**config.mk**
```make
export PLATFORM = sky130hd
export DESIGN_NAME = muller_c_seq_arbiter_flat
export DESIGN_NICKNAME = d
export VERILOG_FILES = /design/src/rtl/muller_c_seq_arbiter_if.sv /design/src/rtl/muller_c_seq_arbiter.sv /design/src/flat_wrapper.sv
export SDC_FILE = /design/constraint.sdc
export NUM_CORES = 1
export LEC_CHECK = 0
export CAP_MARGIN = 0
export CORE_MARGIN = 2
export CORE_UTILIZATION = 50
export CTS_CLUSTER_SIZE = 25
export DETAILED_ROUTE_END_ITERATION = 16
export PLACE_DENSITY = 0.73
export SLEW_MARGIN = 20
export SYNTH_ARGS = -nofsm -noshare
export SYNTH_HDL_FRONTEND = slang
export SYNTH_SLANG_ARGS = --single-unit
```
**constraint.sdc**
```tcl
create_clock -name clk -period 2.4 [get_ports clk]
set_input_delay 0.48 -clock clk [delete_from_list [all_inputs] [get_ports clk]]
set_output_delay 0.48 -clock clk [all_outputs]
set_load 0.02 [all_outputs]
```
**src/rtl/muller_c_seq_arbiter_if.sv**
```systemverilog
// Handshake bundle between the IO decode / C-element cell and the sequencing arbiter.
interface muller_c_seq_arbiter_if #(
    parameter int NREQ = 4
);
    logic [NREQ-1:0] req;
    logic [NREQ-1:0] grant;
    logic            c_a;
    logic            c_b;
    logic            c_q;
    logic            done;
    logic [1:0]      err_code;
    logic            busy;

    // Environment side: requesters plus the C-element output
    modport master (
        output req,
        output c_q,
        input  grant,
        input  c_a,
        input  c_b,
        input  done,
        input  err_code,
        input  busy
    );

    // Arbiter side
    modport slave (
        input  req,
        input  c_q,
        output grant,
        output c_a,
        output c_b,
        output done,
        output err_code,
        output busy
    );
endinterface

```
**src/rtl/muller_c_seq_arbiter.sv**
```systemverilog
// Round-robin arbiter that shares one Muller C-element between NREQ requesters and
// exercises it per grant: rise, hold-at-1, fall, hold-at-0, reporting done + err_code.
module muller_c_seq_arbiter #(
    parameter int NREQ        = 4,
    parameter int SYNC_STAGES = 2,
    parameter int HOLD_CYC    = 3,
    parameter int TIMEOUT     = 8
) (
    input logic                  clk,
    input logic                  rst_n,
    muller_c_seq_arbiter_if.slave bus
);

    localparam int HOLD_LEN = HOLD_CYC + SYNC_STAGES;
    localparam int CNT_MAX  = (TIMEOUT > HOLD_LEN) ? TIMEOUT : HOLD_LEN;
    localparam int CW       = $clog2(CNT_MAX + 1);
    localparam int PW       = (NREQ > 1) ? $clog2(NREQ) : 1;

    localparam logic [CW-1:0] HOLD_LAST = CW'(HOLD_LEN - 1);
    localparam logic [CW-1:0] TO_LAST   = CW'(TIMEOUT - 1);

    localparam logic [1:0] ERR_OK   = 2'b00;
    localparam logic [1:0] ERR_RISE = 2'b01;
    localparam logic [1:0] ERR_HOLD = 2'b10;
    localparam logic [1:0] ERR_FALL = 2'b11;

    typedef enum logic [2:0] {
        S_IDLE,
        S_ARB,
        S_RISE,
        S_HOLD1,
        S_FALL,
        S_HOLD0,
        S_DONE,
        S_ERR
    } state_t;

    state_t                 r_state;
    logic [CW-1:0]          r_cnt;
    logic [PW-1:0]          r_ptr;
    logic [1:0]             r_code;
    logic [SYNC_STAGES-1:0] r_sync;
    logic [NREQ-1:0]        r_grant;
    logic                   r_c_a;
    logic                   r_c_b;
    logic                   r_done;
    logic [1:0]             r_err_code;
    logic                   r_busy;

    logic                   w_c_sync;
    logic                   w_found;
    logic [PW-1:0]          w_win;
    logic [PW-1:0]          w_idx;

    assign w_c_sync = r_sync[SYNC_STAGES-1];

    // c_q is asynchronous to clk; every check uses only the last synchronizer stage
    always_ff @(posedge clk or negedge rst_n) begin
        if (!rst_n) begin
            r_sync <= '0;
        end else begin
            r_sync <= {r_sync[SYNC_STAGES-2:0], bus.c_q};
        end
    end

    // Round-robin search starting one past the last winner, wrapping around
    always_comb begin
        w_found = 1'b0;
        w_win   = r_ptr;
        w_idx   = r_ptr;
        for (int unsigned k = 1; k <= NREQ; k++) begin
            w_idx = PW'((32'(r_ptr) + k) % NREQ);
            if (!w_found && bus.req[w_idx]) begin
                w_found = 1'b1;
                w_win   = w_idx;
            end
        end
    end

    // Sequencing FSM; all outputs registered so they change on the edge entering a state
    always_ff @(posedge clk or negedge rst_n) begin
        if (!rst_n) begin
            r_state    <= S_IDLE;
            r_cnt      <= '0;
            r_ptr      <= PW'(NREQ - 1);
            r_code     <= ERR_OK;
            r_grant    <= '0;
            r_c_a      <= 1'b0;
            r_c_b      <= 1'b0;
            r_done     <= 1'b0;
            r_err_code <= ERR_OK;
            r_busy     <= 1'b0;
        end else begin
            r_done     <= 1'b0;
            r_err_code <= ERR_OK;
            r_cnt      <= r_cnt + 1'b1;
            case (r_state)
                S_IDLE: begin
                    r_cnt <= '0;
                    if (|bus.req) begin
                        r_state <= S_ARB;
                        r_busy  <= 1'b1;
                    end
                end
                S_ARB: begin
                    r_cnt <= '0;
                    if (w_found) begin
                        r_ptr   <= w_win;
                        r_grant <= NREQ'(1) << w_win;
                        r_code  <= ERR_OK;
                        r_c_a   <= 1'b1;
                        r_c_b   <= 1'b1;
                        r_state <= S_RISE;
                    end else begin
                        r_busy  <= 1'b0;
                        r_state <= S_IDLE;
                    end
                end
                S_RISE: begin
                    if (w_c_sync) begin
                        r_cnt   <= '0;
                        r_c_a   <= 1'b0;
                        r_c_b   <= 1'b1;
                        r_state <= S_HOLD1;
                    end else if (r_cnt == TO_LAST) begin
                        r_cnt   <= '0;
                        r_code  <= ERR_RISE;
                        r_c_a   <= 1'b0;
                        r_c_b   <= 1'b0;
                        r_state <= S_ERR;
                    end
                end
                S_HOLD1: begin
                    if (!w_c_sync) begin
                        r_cnt   <= '0;
                        r_code  <= ERR_HOLD;
                        r_c_a   <= 1'b0;
                        r_c_b   <= 1'b0;
                        r_state <= S_ERR;
                    end else if (r_cnt == HOLD_LAST) begin
                        r_cnt   <= '0;
                        r_c_a   <= 1'b0;
                        r_c_b   <= 1'b0;
                        r_state <= S_FALL;
                    end
                end
                S_FALL: begin
                    if (!w_c_sync) begin
                        r_cnt   <= '0;
                        r_c_a   <= 1'b1;
                        r_c_b   <= 1'b0;
                        r_state <= S_HOLD0;
                    end else if (r_cnt == TO_LAST) begin
                        r_cnt   <= '0;
                        r_code  <= ERR_FALL;
                        r_state <= S_ERR;
                    end
                end
                S_HOLD0: begin
                    if (w_c_sync) begin
                        r_cnt   <= '0;
                        r_code  <= ERR_HOLD;
                        r_c_a   <= 1'b0;
                        r_c_b   <= 1'b0;
                        r_state <= S_ERR;
                    end else if (r_cnt == HOLD_LAST) begin
                        r_cnt      <= '0;
                        r_c_a      <= 1'b0;
                        r_c_b      <= 1'b0;
                        r_done     <= 1'b1;
                        r_err_code <= ERR_OK;
                        r_state    <= S_DONE;
                    end
                end
                S_ERR: begin
                    // Let the cell settle low (or give up) before reporting
                    if (!w_c_sync || r_cnt == TO_LAST) begin
                        r_cnt      <= '0;
                        r_done     <= 1'b1;
                        r_err_code <= r_code;
                        r_state    <= S_DONE;
                    end
                end
                S_DONE: begin
                    r_cnt   <= '0;
                    r_grant <= '0;
                    r_busy  <= 1'b0;
                    r_state <= S_IDLE;
                end
                default: begin
                    r_cnt   <= '0;
                    r_grant <= '0;
                    r_c_a   <= 1'b0;
                    r_c_b   <= 1'b0;
                    r_busy  <= 1'b0;
                    r_state <= S_IDLE;
                end
            endcase
        end
    end

    assign bus.grant    = r_grant;
    assign bus.c_a      = r_c_a;
    assign bus.c_b      = r_c_b;
    assign bus.done     = r_done;
    assign bus.err_code = r_err_code;
    assign bus.busy     = r_busy;

endmodule

```
**src/flat_wrapper.sv**
```systemverilog
// flat-port wrapper written by rule: the top's interface ports become plain ports
module muller_c_seq_arbiter_flat 
#(
    parameter int NREQ        = 4,
    parameter int SYNC_STAGES = 2,
    parameter int HOLD_CYC    = 3,
    parameter int TIMEOUT     = 8
)
  (clk, rst_n, bus_req, bus_c_q, bus_grant, bus_c_a, bus_c_b, bus_done, bus_err_code, bus_busy);
  muller_c_seq_arbiter_if #(.NREQ(NREQ)) bus_i ();
  input logic clk;
  input logic rst_n;
  input wire logic [$bits(bus_i.req)-1:0] bus_req;
  input wire logic [$bits(bus_i.c_q)-1:0] bus_c_q;
  output wire logic [$bits(bus_i.grant)-1:0] bus_grant;
  output wire logic [$bits(bus_i.c_a)-1:0] bus_c_a;
  output wire logic [$bits(bus_i.c_b)-1:0] bus_c_b;
  output wire logic [$bits(bus_i.done)-1:0] bus_done;
  output wire logic [$bits(bus_i.err_code)-1:0] bus_err_code;
  output wire logic [$bits(bus_i.busy)-1:0] bus_busy;
  assign bus_i.req = bus_req;
  assign bus_i.c_q = bus_c_q;
  assign bus_grant = bus_i.grant;
  assign bus_c_a = bus_i.c_a;
  assign bus_c_b = bus_i.c_b;
  assign bus_done = bus_i.done;
  assign bus_err_code = bus_i.err_code;
  assign bus_busy = bus_i.busy;
  muller_c_seq_arbiter #(.NREQ(NREQ), .SYNC_STAGES(SYNC_STAGES), .HOLD_CYC(HOLD_CYC), .TIMEOUT(TIMEOUT)) u_core (.clk(clk), .rst_n(rst_n), .bus(bus_i));
endmodule
```
==> flow_summary.yaml <==
pwr:
  p_sw_uw: 882.8
  cellLeakagePower_nw: 0.6986
  seqPwrFrac: 0.321
  power_frac_comb: 0.586
  clkPwrFrac: 0.093
  powerDensity_nw_per_um2: 1218
  peakVddDrop_v: 0.0007915
  swShare: 0.4377
  internal_power_mw: 1.134
  power_mw: 2.017
final_layout:
  final_cell_mix: "dfrtp_1 (21), clkdlybuf4s50_1 (16), a21oi_1 (14)"
  fillCellCount: 231
  layout_commonest_cell: "dfrtp_1"
  drive_gt1_frac: 0.1250
  diodes: 0
  area_delta_synth_final_pct: 15.23
  nets: 173
die:
  rows: 19
  die_h_um: 57.62
  die_w_um: 57.62
  core_um2: 2734
  io_pins: 17
  start_util: 0.5259
  die_area_um2: 3320
setup_path:
  critical-path-slowest-cell: "dfrtp_1"
  arrival_ns: 2.30
  reg2reg_slack_ns: 0.33
  required_ns: 2.63
  crit_type: "flip-flop to flip-flop"
  cp_top_family: "flip-flops"
  path_buf_inv: 1
  cp_max_fo: 13
  path_cells: "inv_1, ha_1, mux2i_1, nor4b_4, mux2_4"
  max_stage_delay_ns: 0.61
  crit_path_end_kind: "flip-flop"
  worst_setup_path_start_kind: "flip-flop"
worst_hold_path:
  hp-class: "flip-flop to flip-flop"
clock_network:
  clk_latency_ns: 0.33
  h-tree-depth: 1
  cts_tree: "done"
  cts_buffers: 3
  cts_resized: 0
  cts.sinks: 23
  hold_buffers: 0
  clk_path_buf_depth: 2
  ctsRootBufferMaster: "clkbuf_4"
  clk_pin_slew_worst_paths_ns: 0.13
  cts_setup_buffers: 0
sta:
  min_period_ns: 2.071
  clock.fmax_ghz: 0.4829
  hold_viol: 0
  worst_pin_slew_ns: 0.5239
  slew_violations: 0
  period_share: 0.8628
  setup_tns_ns: 0
  slew-limit-headroom: 0.6507
  rsz0062_at_grt: "no"
  fin_skew_ns: 0.004213
  setup_viol: 0
place:
  dp_hpwl_um: 2343
  place_congestion: 0.8266
  port_buffers: 16
synth:
  ys_seq_elements: 23
  netlist_instances: 142
  async_reset_ff_frac: 1.000
  syn-num-nets: 154
  yosys_warnings: 0
  synth.avg_cell_area_um2: 10.12
  synth_area_um2: 1438
  synth_top_area_share: 0.3655
  synth_top_area_cell: "dfrtp_1"
  synth-edff-count: 0
  yosys.cell_types.count: 53
  synthFlopType: "dfrtp_1"
  synthTopCellsByArea: "dfrtp_1 (37%), a21oi_1 (4.9%), ha_1 (4.4%)"
  seq_area_frac_synth: 0.4021
flow_run:
  maxCapViolCount: 0
routing:
  drt-initial-drc-count: 71
  drc: 0
  routed_wl_um: 3260
  drt-wirelength-per-cell_um: 17.07
  drtPass1Iterations: 4
  vias_per_cell: 6.377
  ant_nets: 0
  vias: 1218
grt:
  grt_overflow_total: 0
  grt_max_degree: 24
  grt_usage: 0.2217
  grt_pass1_vias: 1165
  antenna_found_initial: 0
  grt_pass1_wl_um: 5547
outcome:
  status: "complete, no violations"
==> power by group through the flow <==
stage	clock [mW]	combinational [mW]	sequential, mW
2_1_floorplan	0	0.836	0.675
3_3_place_gp	0	1.14	0.643
3_5_place_dp	0	1.17	0.652
4_1_cts	0.195	1.18	0.644
5_1_grt	0.210	1.30	0.669
6_report	0.188	1.18	0.647
==> path summary, 6_finish.rpt <==
| path | cells after the start | endpoint | from |
|---|---|---|---|
| setup reg to reg | 5 | u_core.r_code[0] | u_core.r_state[1] |
| hold reg to reg | 0 | u_core.r_sync[1] | u_core.r_sync[0] |
| min in group asynchronous | 2 | u_core.bus.err_code[1] | rst_n |
| setup / recovery | 5 | u_core.r_code[0] | u_core.r_state[1] |
| hold / removal | 0 | u_core.r_sync[1] | u_core.r_sync[0] |
| max in group asynchronous | 2 | u_core.r_ptr[0] | rst_n |
==> cells in the mapped netlist (2+ instances only) <==
library cell	instances
a21boi_1	2
a21oi_1	14
a221oi_1	2
a22o_1	2
a31oi_1	4
a32o_1	4
and3_1	3
and3b_1	2
buf_2	3
dfrtp_1	21
dfstp_2	2
ha_1	5
inv_1	6
nand2_1	4
nand2b_1	4
nand3_1	5
nand3b_1	2
nand4_1	3
nor2_1	10
nor2b_1	3
nor4_4	2
o21ai_0	5
o22ai_1	2
o2bb2ai_1	2
o31ai_1	2
==> registers in the layout, summed over array words and instances, names as in the netlist, 2 cells and up <==
signal               flops
u_core.r_sync            2
u_core.r_ptr             2
u_core.bus.err_code      2
u_core.r_state           3
u_core.r_code            2
u_core.r_cnt             4
u_core.bus.grant         4
==> per-layer routing <==
| metal | vias to the layer above | wire length, um | global-route usage |
|---|---|---|---|
| met5 | - | 0 | 0 |
| met4 | 0 | 58 | 0.1063 |
| met3 | 5 | 98 | 0.02455 |
| met2 | 30 | 1569 | 0.3490 |
| met1 | 608 | 1533 | 0.3064 |
| li1 | 575 | - | - |
==> layout make-up <==
cell class | count | area, um^2 | share of cell area
clock buffer | 3 | 22.52 | 0.01360
sequential | 23 | 578.1 | 0.3489
multi-input combinational | 106 | 795.8 | 0.4804
clock inverter | 1 | 5.005 | 0.003021
inverter | 7 | 26.28 | 0.01586
timing repair buffer | 20 | 190.2 | 0.1148
tap | 31 | 38.79 | 0.02341
==> cell families after synthesis <==
kind of cell | Yosys count | synth area share
AO/OA/AOI/OAI | 49 | 0.2393
AND/OR/NAND/NOR | 47 | 0.2332
flip-flops | 23 | 0.4021
buffers and inverters | 13 | 0.04438
adder cells (fa/ha/maj) | 5 | 0.04352
multiplexers | 3 | 0.02524
XOR/XNOR | 2 | 0.01219
==> per-stage QoR <==
| step | instance area, um^2 | instances | util | hold slack, ns | setup WS (ns) |
|---|---|---|---|---|---|
| 2_1_floorplan | 1438 | 142 | - | 0.1844 | 0.4135 |
| 3_3_place_gp | 1629 | 187 | 0.5959 | 0.3357 | 0.2238 |
| 3_5_place_dp | 1629 | 187 | 0.5959 | 0.3564 | 0.1897 |
| 4_1_cts | 1657 | 191 | 0.6060 | 0.3790 | 0.3404 |
| 5_1_grt | 1657 | 191 | 0.6060 | 0.3842 | 0.1878 |
| 6_report | 1657 | 191 | 0.6060 | 0.3718 | 0.3293 |
(Power assumes the default switching activity.)
